===== config.mk =====
export PLATFORM = sky130hd
export DESIGN_NAME = std_mem_copy_d1
export DESIGN_NICKNAME = d
export VERILOG_FILES = /design/src/rtl/std_mem_copy_d1.sv
export SDC_FILE = /design/constraint.sdc
export NUM_CORES = 1
export LEC_CHECK = 0
export BUFFER_PORTS_ARGS = -buffer_cell sky130_fd_sc_hd__clkbuf_2
export CAP_MARGIN = 40
export CORE_ASPECT_RATIO = 0.9
export CORE_MARGIN = 2
export CORE_UTILIZATION = 35
export CTS_CLUSTER_SIZE = 10
export DETAILED_ROUTE_END_ITERATION = 10
export PLACE_DENSITY = 0.56
export SYNTH_ARGS = -nofsm -noshare
export SYNTH_HDL_FRONTEND = slang
export SYNTH_SLANG_ARGS = --single-unit

===== constraint.sdc =====
create_clock -name clk -period 6.1 [get_ports clk]
set_input_delay 0.305 -clock clk [delete_from_list [all_inputs] [get_ports clk]]
set_output_delay 0.305 -clock clk [all_outputs]
set_load 0.05 [all_outputs]

===== src/rtl/std_mem_copy_d1.sv =====
// Word-by-word copy engine between two std_mem_d1 memories: READ, WRITE, WAIT per word, then a done pulse.
// Define STD_MEM_COPY_CHECKS_EN to compile in simulation-only protocol checks.
module std_mem_copy_d1 #(
  parameter int WIDTH    = 32,
  parameter int SIZE     = 16,
  parameter int IDX_SIZE = 4
) (
  input  logic                clk,
  input  logic                reset,
  input  logic                go,
  input  logic [IDX_SIZE-1:0] src_base,
  input  logic [IDX_SIZE-1:0] dst_base,
  input  logic [IDX_SIZE:0]   len,
  output logic [IDX_SIZE-1:0] src_addr0,
  input  logic [WIDTH-1:0]    src_read_data,
  output logic [IDX_SIZE-1:0] dst_addr0,
  output logic [WIDTH-1:0]    dst_write_data,
  output logic                dst_write_en,
  input  logic                dst_done,
  output logic                done
);

  localparam logic [IDX_SIZE:0] SIZE_W = (IDX_SIZE+1)'(SIZE);

  typedef enum logic [2:0] {IDLE, READ, WRITE, WAIT, FIN} state_t;

  state_t              state;
  logic [IDX_SIZE:0]   cnt;
  logic [IDX_SIZE:0]   cnt_inc;
  logic [IDX_SIZE:0]   len_q;
  logic [IDX_SIZE:0]   len_clamped;
  logic [IDX_SIZE-1:0] src_base_q;
  logic [IDX_SIZE-1:0] dst_base_q;

  function automatic logic [IDX_SIZE:0] clamp_len(input logic [IDX_SIZE:0] l);
    return (l > SIZE_W) ? SIZE_W : l;
  endfunction

  assign cnt_inc     = cnt + (IDX_SIZE+1)'(1);
  assign len_clamped = clamp_len(len);

  // Copy parameters are plain data captured at start; they need no reset.
  always_ff @(posedge clk) begin
    if (state == IDLE && go) begin
      src_base_q <= src_base;
      dst_base_q <= dst_base;
      len_q      <= len_clamped;
    end
  end

  always_ff @(posedge clk or negedge reset) begin
    if (!reset) begin
      state          <= IDLE;
      cnt            <= '0;
      src_addr0      <= '0;
      dst_addr0      <= '0;
      dst_write_data <= '0;
      dst_write_en   <= 1'b0;
      done           <= 1'b0;
    end else begin
      dst_write_en <= 1'b0;
      done         <= 1'b0;
      case (state)
        IDLE: begin
          if (go) begin
            cnt       <= '0;
            src_addr0 <= src_base;
            if (len_clamped == '0) begin
              state <= FIN;
              done  <= 1'b1;
            end else begin
              state <= READ;
            end
          end
        end
        READ: begin
          dst_write_data <= src_read_data;
          dst_addr0      <= dst_base_q + cnt[IDX_SIZE-1:0];
          dst_write_en   <= 1'b1;
          state          <= WRITE;
        end
        WRITE: state <= WAIT;
        WAIT: begin
          if (dst_done) begin
            cnt <= cnt_inc;
            if (cnt_inc == len_q) begin
              state <= FIN;
              done  <= 1'b1;
            end else begin
              src_addr0 <= src_base_q + cnt_inc[IDX_SIZE-1:0];
              state     <= READ;
            end
          end
        end
        FIN:     state <= IDLE;
        default: state <= IDLE;
      endcase
    end
  end

`ifdef STD_MEM_COPY_CHECKS_EN
  always_ff @(posedge clk) begin
    if (reset) begin
      if (state == IDLE && go && len > SIZE_W)
        $error("std_mem_copy_d1: len %0d exceeds SIZE %0d", len, SIZE);
      if (state == READ && {1'b0, src_addr0} >= SIZE_W)
        $error("std_mem_copy_d1: src_addr0 %0d out of range", src_addr0);
      if (state == WRITE && {1'b0, dst_addr0} >= SIZE_W)
        $error("std_mem_copy_d1: dst_addr0 %0d out of range", dst_addr0);
      if (go && state != IDLE && state != FIN)
        $error("std_mem_copy_d1: go asserted while busy");
    end
  end
`endif

endmodule

Word-level counts from Yosys, hierarchy flattened
Index checks and enable logic that the tools add are counted.
- $add $sub $neg: 3
- $lt $le $gt $ge: 1
- equal/unequal tests: 7
- muxes and demuxes: 19
- reduce and logical (&&, ||, !) cells: 7
- operator list (cell ; count):
    two-way mux 5 bit ; 3
    two-way mux 3 bit ; 4
    two-way mux 4 bit ; 3
    case mux 3 bit (4 select lines) ; 1
    case mux 5 bit (2 select lines) ; 1
    adder 4 bit ; 2
    case mux 4 bit (2 select lines) ; 1
    == test 3 x 2 -> 1 bit (second input constant) ; 2
    != test 2 bit (second input constant) ; 3
    adder 5 x 1 -> 5 bit (second input constant) ; 1
    == test 5 bit ; 1
    > comparator 5 bit (second input constant) ; 1
    logical NOT 5 bit ; 1
    two-way mux 1 bit ; 5
    AND reduction 4 bit ; 1
    == test 3 x 1 -> 1 bit (second input constant) ; 1
    logical NOT 3 bit ; 1
    AND reduction 3 bit ; 1
    case mux 1 bit (2 select lines) ; 1
    AND reduction 2 bit ; 1
    nonzero test 2 bit ; 1
    logical AND 1 bit ; 1
- bits in registers: 63
- bits of input ports: 49
- word-level logic and storage cells: 47

Logic depth before layout (Yosys ltp)
Gate-level depths: netlist of the first run.
- depth in word-level cells: 6
- gate-level depth with buffers: 7
- gate-level depth less buffers: 7

Worst setup path before layout of the first run
Ideal clock, no wire load.
- kind: register to register
- start: register state[2]
- end: register dst_base_q[0] (enable)
- arrival: 2085 ps
- data required time: 5675 ps
- setup slack: 3590 ps
- cell stages (with the launch flop): 3
- period minus slack after synthesis: 2510 ps
- path through: dfrtp_1 > clkbuf_2 > nor4b_1
- longest elaborated chain between the ends: 2
- ends and longest elaborated chain (element ; RTL line ; RTL):
    start, declared ; 27 ; state_t state;
    start signal, assigned ; 53 ; state <= IDLE;
    start signal, assigned ; 69 ; state <= FIN;
    start signal, assigned ; 72 ; state <= READ;
    logical NOT 3 bit ; 44 ; if (state == IDLE && go) begin
    logical AND 1 bit ; 44 ;
    end signal, assigned ; 46 ; dst_base_q <= dst_base;
    end, declared ; 33 ; logic [IDX_SIZE-1:0] dst_base_q;
No other way between the ends.
A chain may end at the register's enable or synchronous reset.

Final worst setup path of the first run
- start: register cnt[0]
- end: register src_addr0[3]
- longest elaborated chain between the ends: 5
- elaborated cells between the ends (all ways): 8
- those cells by class: add/sub: 2; eq/ne: 2; mux: 3; reduce/logical: 1
- ends and longest elaborated chain (element ; RTL line ; RTL):
    start, declared ; 28 ; logic [IDX_SIZE:0] cnt;
    start signal, assigned ; 85 ; cnt <= cnt_inc;
    adder 5 x 1 -> 5 bit * ; 39 ; assign cnt_inc = cnt + (IDX_SIZE+1)'(1);
    adder 4 bit ; 90 ; src_addr0 <= src_base_q + cnt_inc[IDX_SIZE-1:0];
    two-way mux 4 bit ; 86 ; if (cnt_inc == len_q) begin
    two-way mux 4 bit ; 84 ; if (dst_done) begin
    case mux 4 bit (2 select lines) ; 63 ; case (state)
    end signal, assigned ; 67 ; src_addr0 <= src_base;
    end signal, assigned ; 90 ;
    end, declared ; 14 ; output logic [IDX_SIZE-1:0] src_addr0,
Mark *: on every way between the ends. The rest lies on a longest branch, timed or not. The select of a mux whose other input is x is not followed.

==> flow_metrics.py, run 1 <==
metrics = {
    "status": {
        "status": "finished clean",
    },
    "pwr": {
        "powerDensity_nw_per_um2": 625.6,
        "p_leak_uw": 0.001884,
        "total_power_uw": 2273,
        "ir_drop_mv": 0.2064,
    },
    "grt": {
        "met2_usage_pct": 23.65,
        "met1_usage_pct": 19.57,
        "grt_usage_pct": 14.91,
        "grt_start_max_net_pins": 51,
        "gr-usage-met3_pct": 4.743,
        "grt_pass1_wl_mm": 10.45,
        "grt_busiest_layer": "met2",
        "grt_overflow": 0,
        "antenna_found_initial": 0,
        "grt_pass1_vias": 2105,
    },
    "layout": {
        "finalNonFillerCells": 468,
        "final_common_cell": "nand2_1",
        "area_delta_synth_final_pct": 26.81,
        "num_antenna_cells": 0,
        "drive_above_1_share_pct": 34.15,
        "nets": 422,
        "fillers": 806,
        "final_cell_mix": "109 x nand2_1, 90 x clkbuf_2, 50 x dfrtp_1",
    },
    "sta": {
        "finalCritPeriodShare_pct": 32.55,
        "finalHoldViolCount": 0,
        "totalNegativeSetupSlack_ps": 0,
        "finalSetupViolations": 0,
        "fmax_ghz": 0.5036,
        "fin_skew_ps": 8.755,
        "holdWs_ps": 64.66,
        "worst_pin_slew_ps": 653.6,
        "relSlewSlack_pct": 56.43,
        "min_period_ps": 1986,
        "finalMaxSlewViolations": 0,
        "rsz0062_at_grt": "false",
    },
    "critical_path": {
        "worst-path-max-fanout": 7,
        "cp-end-kind": "flop",
        "cp-endpoint": "src_addr0[3]",
        "reg2reg_slack_ps": 4110,
        "rr_worst_depth": 7,
        "timing.critical_path.from": "cnt[0]",
        "cp-start-kind": "flop",
        "timing.rr.start": "cnt[0]",
        "required_ps": 6360,
        "arrival_ps": 2250,
        "timing.rr.end": "src_addr0[3]",
        "path_class": "flop to flop",
    },
    "synthesis": {
        "syn_area_sq_um": 2865,
        "synth_top_area_share_pct": 43.67,
        "synth_area_leaders": "dfrtp_1 44%, nand2_1 14%, edfxtp_1 14%",
        "syn_inst": 275,
        "syn_avg_cell_area_sq_um": 10.42,
        "synth_top_cell_by_area": "dfrtp_1",
        "syn-num-nets": 333,
        "ys_warn_count": 0,
        "ys_seq_elements": 63,
        "yosysUniqueCellTypes": 42,
        "ys_seq_area_share_pct": 57.29,
    },
    "route": {
        "num_vias": 2107,
        "drt_pre_antenna_iters": 4,
        "via_per_inst": 4.502,
        "drc_errors": 0,
        "drt-initial-drc-count": 60,
        "antenna_left": 0,
        "wirelength_mm": 6.167,
        "wl_per_cell_um": 13.18,
    },
    "clock_network": {
        "clockBufferDepth": 2,
        "worstSkewPairLatency_ps": 340,
        "clk_pin_slew_ps": 70,
        "htreeDepth": 3,
        "holdBufCountCts": 0,
        "cts-resized-gates": 0,
        "cts_made_buffers": 9,
        "clock-root-buffer": "clkbuf_8",
        "clock_sinks": 63,
        "cts_tree": "yes",
        "post_cts_buffers": 0,
    },
    "placement": {
        "portBuffers": 90,
        "place_inst": 452,
        "dp_hpwl_mm": 4.415,
        "place_congestion": 0.7948,
    },
    "floorplan": {
        "die_y_um": 89.84,
        "die_x_um": 99.38,
        "initial_core_util_pct": 35.86,
        "num_rows": 31,
        "core_area_sq_um": 7990,
        "io_pins": 91,
        "die-area_sq_um": 8927,
    },
    "min_path": {
        "holdCritPathClass": "input port to async pin",
    },
    "flow_run": {
        "cap_violations": 0,
    },
}
-- cells in the mapped netlist, drive strengths merged --
cell / n
nand2: 109
dfrtp: 50
edfxtp: 13
o21ai: 11
buf: 8
nor2: 8
xnor2: 8
clkbuf: 7
ha: 7
and3: 6
inv: 6
xor2: 5
a21oi: 4
nand3: 4
nor2b: 4
nor3: 4
a221o: 3
a21o: 2
fa: 2
or2: 2
xor3: 2
a2bb2oi: 1
a31o: 1
a31oi: 1
and3b: 1
nand3b: 1
nand4: 1
nor4: 1
nor4b: 1
o32a: 1
or3b: 1
-- how the worst min path moves through the flow --
stage / cells after the start / to / startpoint
finish: 2 / src_addr0[0] / reset
CTS: 2 / state[1] / reset
global placement: 2 / dst_write_data[27] / dst_write_data[27]
floorplan: 0 / cnt[0] / reset
global route: 1 / dst_base_q[3] / dst_base[3]
detailed placement: 2 / dst_write_data[1] / dst_write_data[1]
-- cell families after synthesis --
family                   synth area share (%)
AO/OA/AOI/OAI                           6.201
XOR/XNOR                                6.201
adder cells (fa/ha/maj)                 4.454
buffers and inverters                   3.406
flip-flops                              57.29
AND/OR/NAND/NOR                         22.45
-- final cells by class --
type	count	area [sq um]	share of cell area (%)
Clock buffer	10	148.9	4.098
Multi-Input combinational cell	191	1132	31.16
Tap cell	99	123.9	3.409
Clock inverter	6	91.34	2.514
Inverter	6	22.52	0.6198
Sequential cell	63	1642	45.18
Timing Repair Buffer	93	473.0	13.02
-- power by group --
part,switching (uW),leakage (uW),total (uW),internal (uW)
sequential,108,0.000737,702,594
combinational,836,0.00103,1150,313
clock,166,0.000122,422,256
-- metal layers --
layer  vias to the layer above  wire length (um)
met3                         6               311
met5                         -                 0
met4                         0                82
met1                       978              2828
met2                        48              2944
li1                       1075                 -
-- registers in the layout, summed over array words and instances (netlist names) --
signal          cells
cnt                 5
done                1
dst_addr0           4
dst_base_q          4
dst_write_data     32
dst_write_en        1
len_q               5
src_addr0           4
src_base_q          4
state               3
-- critical path, cell delays in order (launching register included) --
cell and delay [ps]:
dfrtp_1 460, ha_1 400, ha_1 300, a21o_1 150
a21oi_1 170, xnor2_1 90, a31oi_1 170, a2bb2oi_1 170
-- through the flow --
| step | util (%) | setup WS, ps | instance area [sq um] |
|---|---|---|---|
| final | 45.47 | 4114 | 3633 |
| after CTS | 45.47 | 4098 | 3633 |
| after floorplan | - | 3590 | 2865 |
| after global routing | 45.47 | 3946 | 3633 |
| after global placement | 42.47 | 4174 | 3393 |
| after detailed placement | 42.47 | 4109 | 3393 |
(Power assumes the default switching activity.)
==> inputs of run 2 (changes only) <==
==> constraint.sdc (replaced) <==
create_clock -name clk -period 1.85 [get_ports clk]
set_input_delay 0.0925 -clock clk [delete_from_list [all_inputs] [get_ports clk]]
set_output_delay 0.0925 -clock clk [all_outputs]
set_load 0.05 [all_outputs]
==> run 2 against run 1 <==
Non-clock buffer count is 49 higher. Die area stayed put. Setup slack worse by 4100 ps. Core utilization is 6.1 points higher. Sequential share of layout area is 5.3 points lower. First-iteration DRC count is 45% higher. Routed wire length is 7.2% higher. Cell area is 13% higher. Clock skew is 3.6 ps lower. Sequential cell count stayed put. Fmax is 9.7% higher. Global-route usage is 1.3 points higher. Critical path type unchanged. Critical endpoint is now src_addr0[1]. Highest routed layer unchanged.
==> flow_metrics.py, run 2 (same netlist as run 1, synthesis figures left out) <==
metrics = {
    "placement": {
        "place_ws_ps": -21.40,
        "portBuffers": 90,
        "place_congestion": 0.7662,
        "dp_hpwl_mm": 4.413,
    },
    "layout": {
        "largestRegisters": "dst_write_data x32, cnt x5, len_q x5",
        "num_antenna_cells": 0,
        "fillers": 737,
        "final_cell_mix": "109 x nand2_1, 90 x clkbuf_2, 50 x dfrtp_1",
        "drive_above_1_share_pct": 33.57,
        "largest_register": "dst_write_data",
        "final_common_cell": "nand2_1",
        "nets": 471,
        "largest_reg_flops": 32,
        "area_delta_synth_final_pct": 43.71,
    },
    "critical_path": {
        "required_ps": 2070,
        "cp_slowest_stage_delay_ps": 430,
        "path_class": "flop to flop",
        "slowest_stage": "fa_2",
        "cp_num_buf_inv": 2,
        "arrival_ps": 2030,
        "worst-path-max-fanout": 2,
        "cp-end-kind": "flop",
        "critical_path.top_delay_family": "adder cells",
        "cp-start-kind": "flop",
        "crit_path_cell_trace": "buf_6 > inv_1 > ha_2 > fa_2 > and3_2 > a221o_1",
    },
    "clock_network": {
        "htreeDepth": 3,
        "clock_sinks": 63,
        "clockBufferDepth": 2,
        "clock-root-buffer": "clkbuf_8",
        "clk_pin_slew_ps": 70,
        "worstSkewPairLatency_ps": 330,
        "cts_made_buffers": 9,
        "cts_tree": "yes",
    },
    "grt": {
        "grt_start_max_net_pins": 51,
        "grt_usage_pct": 16.25,
        "antenna_found_initial": 0,
        "grt_pass1_wl_mm": 11.47,
        "grt_pass1_vias": 2367,
        "grt_overflow": 0,
    },
    "status": {
        "status": "finished clean",
    },
    "sta": {
        "finalWorstSetupSlack_ps": 39.95,
        "relSlewSlack_pct": 58.18,
        "fmax_ghz": 0.5525,
        "finalCritPeriodShare_pct": 97.84,
        "finalSetupViolations": 0,
        "worst_pin_slew_ps": 627.3,
        "holdWs_ps": 36.24,
        "rsz0062_at_grt": "true",
        "finalHoldViolCount": 0,
        "min_period_ps": 1810,
        "fin_skew_ps": 5.123,
        "finalMaxSlewViolations": 0,
    },
    "pwr": {
        "p_leak_uw": 0.002085,
        "powerDensity_nw_per_um2": 1844,
        "ir_drop_mv": 0.7582,
    },
    "floorplan": {
        "initial_core_util_pct": 35.86,
        "num_rows": 31,
        "core_area_sq_um": 7990,
        "die_x_um": 99.38,
        "die_y_um": 89.84,
        "io_pins": 91,
        "die-area_sq_um": 8927,
    },
    "route": {
        "wirelength_mm": 6.613,
        "antenna_left": 0,
        "drc_errors": 0,
        "num_vias": 2325,
        "drt-initial-drc-count": 87,
        "wl_per_cell_um": 12.82,
        "drt_pre_antenna_iters": 4,
        "via_per_inst": 4.506,
    },
    "min_path": {
        "holdCritPathClass": "input port to flop",
    },
    "flow_run": {
        "cap_violations": 0,
    },
}
-- run 2: cell types whose count changed in the layout (fill, tap and decap cells not counted), moves of 2 or more --
cell           previous run  this run
ha_4                      0         2
clkinv_4                  3         0
buf_4                     3         9
clkbuf_8                  9        11
ha_1                      7         4
clkinv_2                  1         3
bufinv_16                 2         0
dlygate4sd3_1             0        41
-- run 2: metal layers --
layer	GRT usage [%]	share of wire, %
met1	21.07	46
met2	26.30	48
met3	3.733	4.0
met4	6.507	1.9
met5	0	0
-- run 2: worst paths after layout --
kind,startpoint,cells after the start,end,slack [ps]
max,cnt[0],6,src_addr0[1],40
min,len[4],1,len_q[4],40
max reg2reg,cnt[0],6,src_addr0[1],40
min reg2reg,dst_write_data[30],2,dst_write_data[30],480
max in group asynchronous,reset,3,src_addr0[3],1030
min in group asynchronous,reset,3,dst_write_data[23],400
-- run 2: area by class of cell --
cell class | instances | area [sq um] | area share, %
clock inverters | 3 | 15.01 | 0.3646
flip-flops and latches | 63 | 1642 | 39.87
clock buffers | 12 | 176.4 | 4.284
multi-input cells | 191 | 1179 | 28.62
well taps | 99 | 123.9 | 3.008
repair buffers | 142 | 959.7 | 23.31
inverters | 6 | 22.52 | 0.5469
-- run 2: metrics by stage --
stage	power [uW]	std cells	TNS, ps	util (%)	cell area, sq um
3_3_place_gp	6254	459	0	43.28	3458
4_1_cts	7583	515	0	50.97	4073
3_5_place_dp	6303	459	-21.40	43.28	3458
2_1_floorplan	5335	275	0	-	2872
5_1_grt	8160	516	-23.96	51.53	4118
6_report	7595	516	0	51.53	4118
-- run 2: repair_timing --
action                     CTS  global route
hold buffers                41             0
resized for setup            1             7
setup buffers                0             1
gates cloned                 0             0
hold endpoints to repair    90             0
setup endpoints to repair    1             6
pin swaps                    0             4
-- run 2: power by group --
| group | total [uW] | switching, uW | internal [uW] |
|---|---|---|---|
| Clock | 1120 | 498 | 627 |
| Combinational | 4160 | 2870 | 1290 |
| Sequential | 2310 | 348 | 1960 |
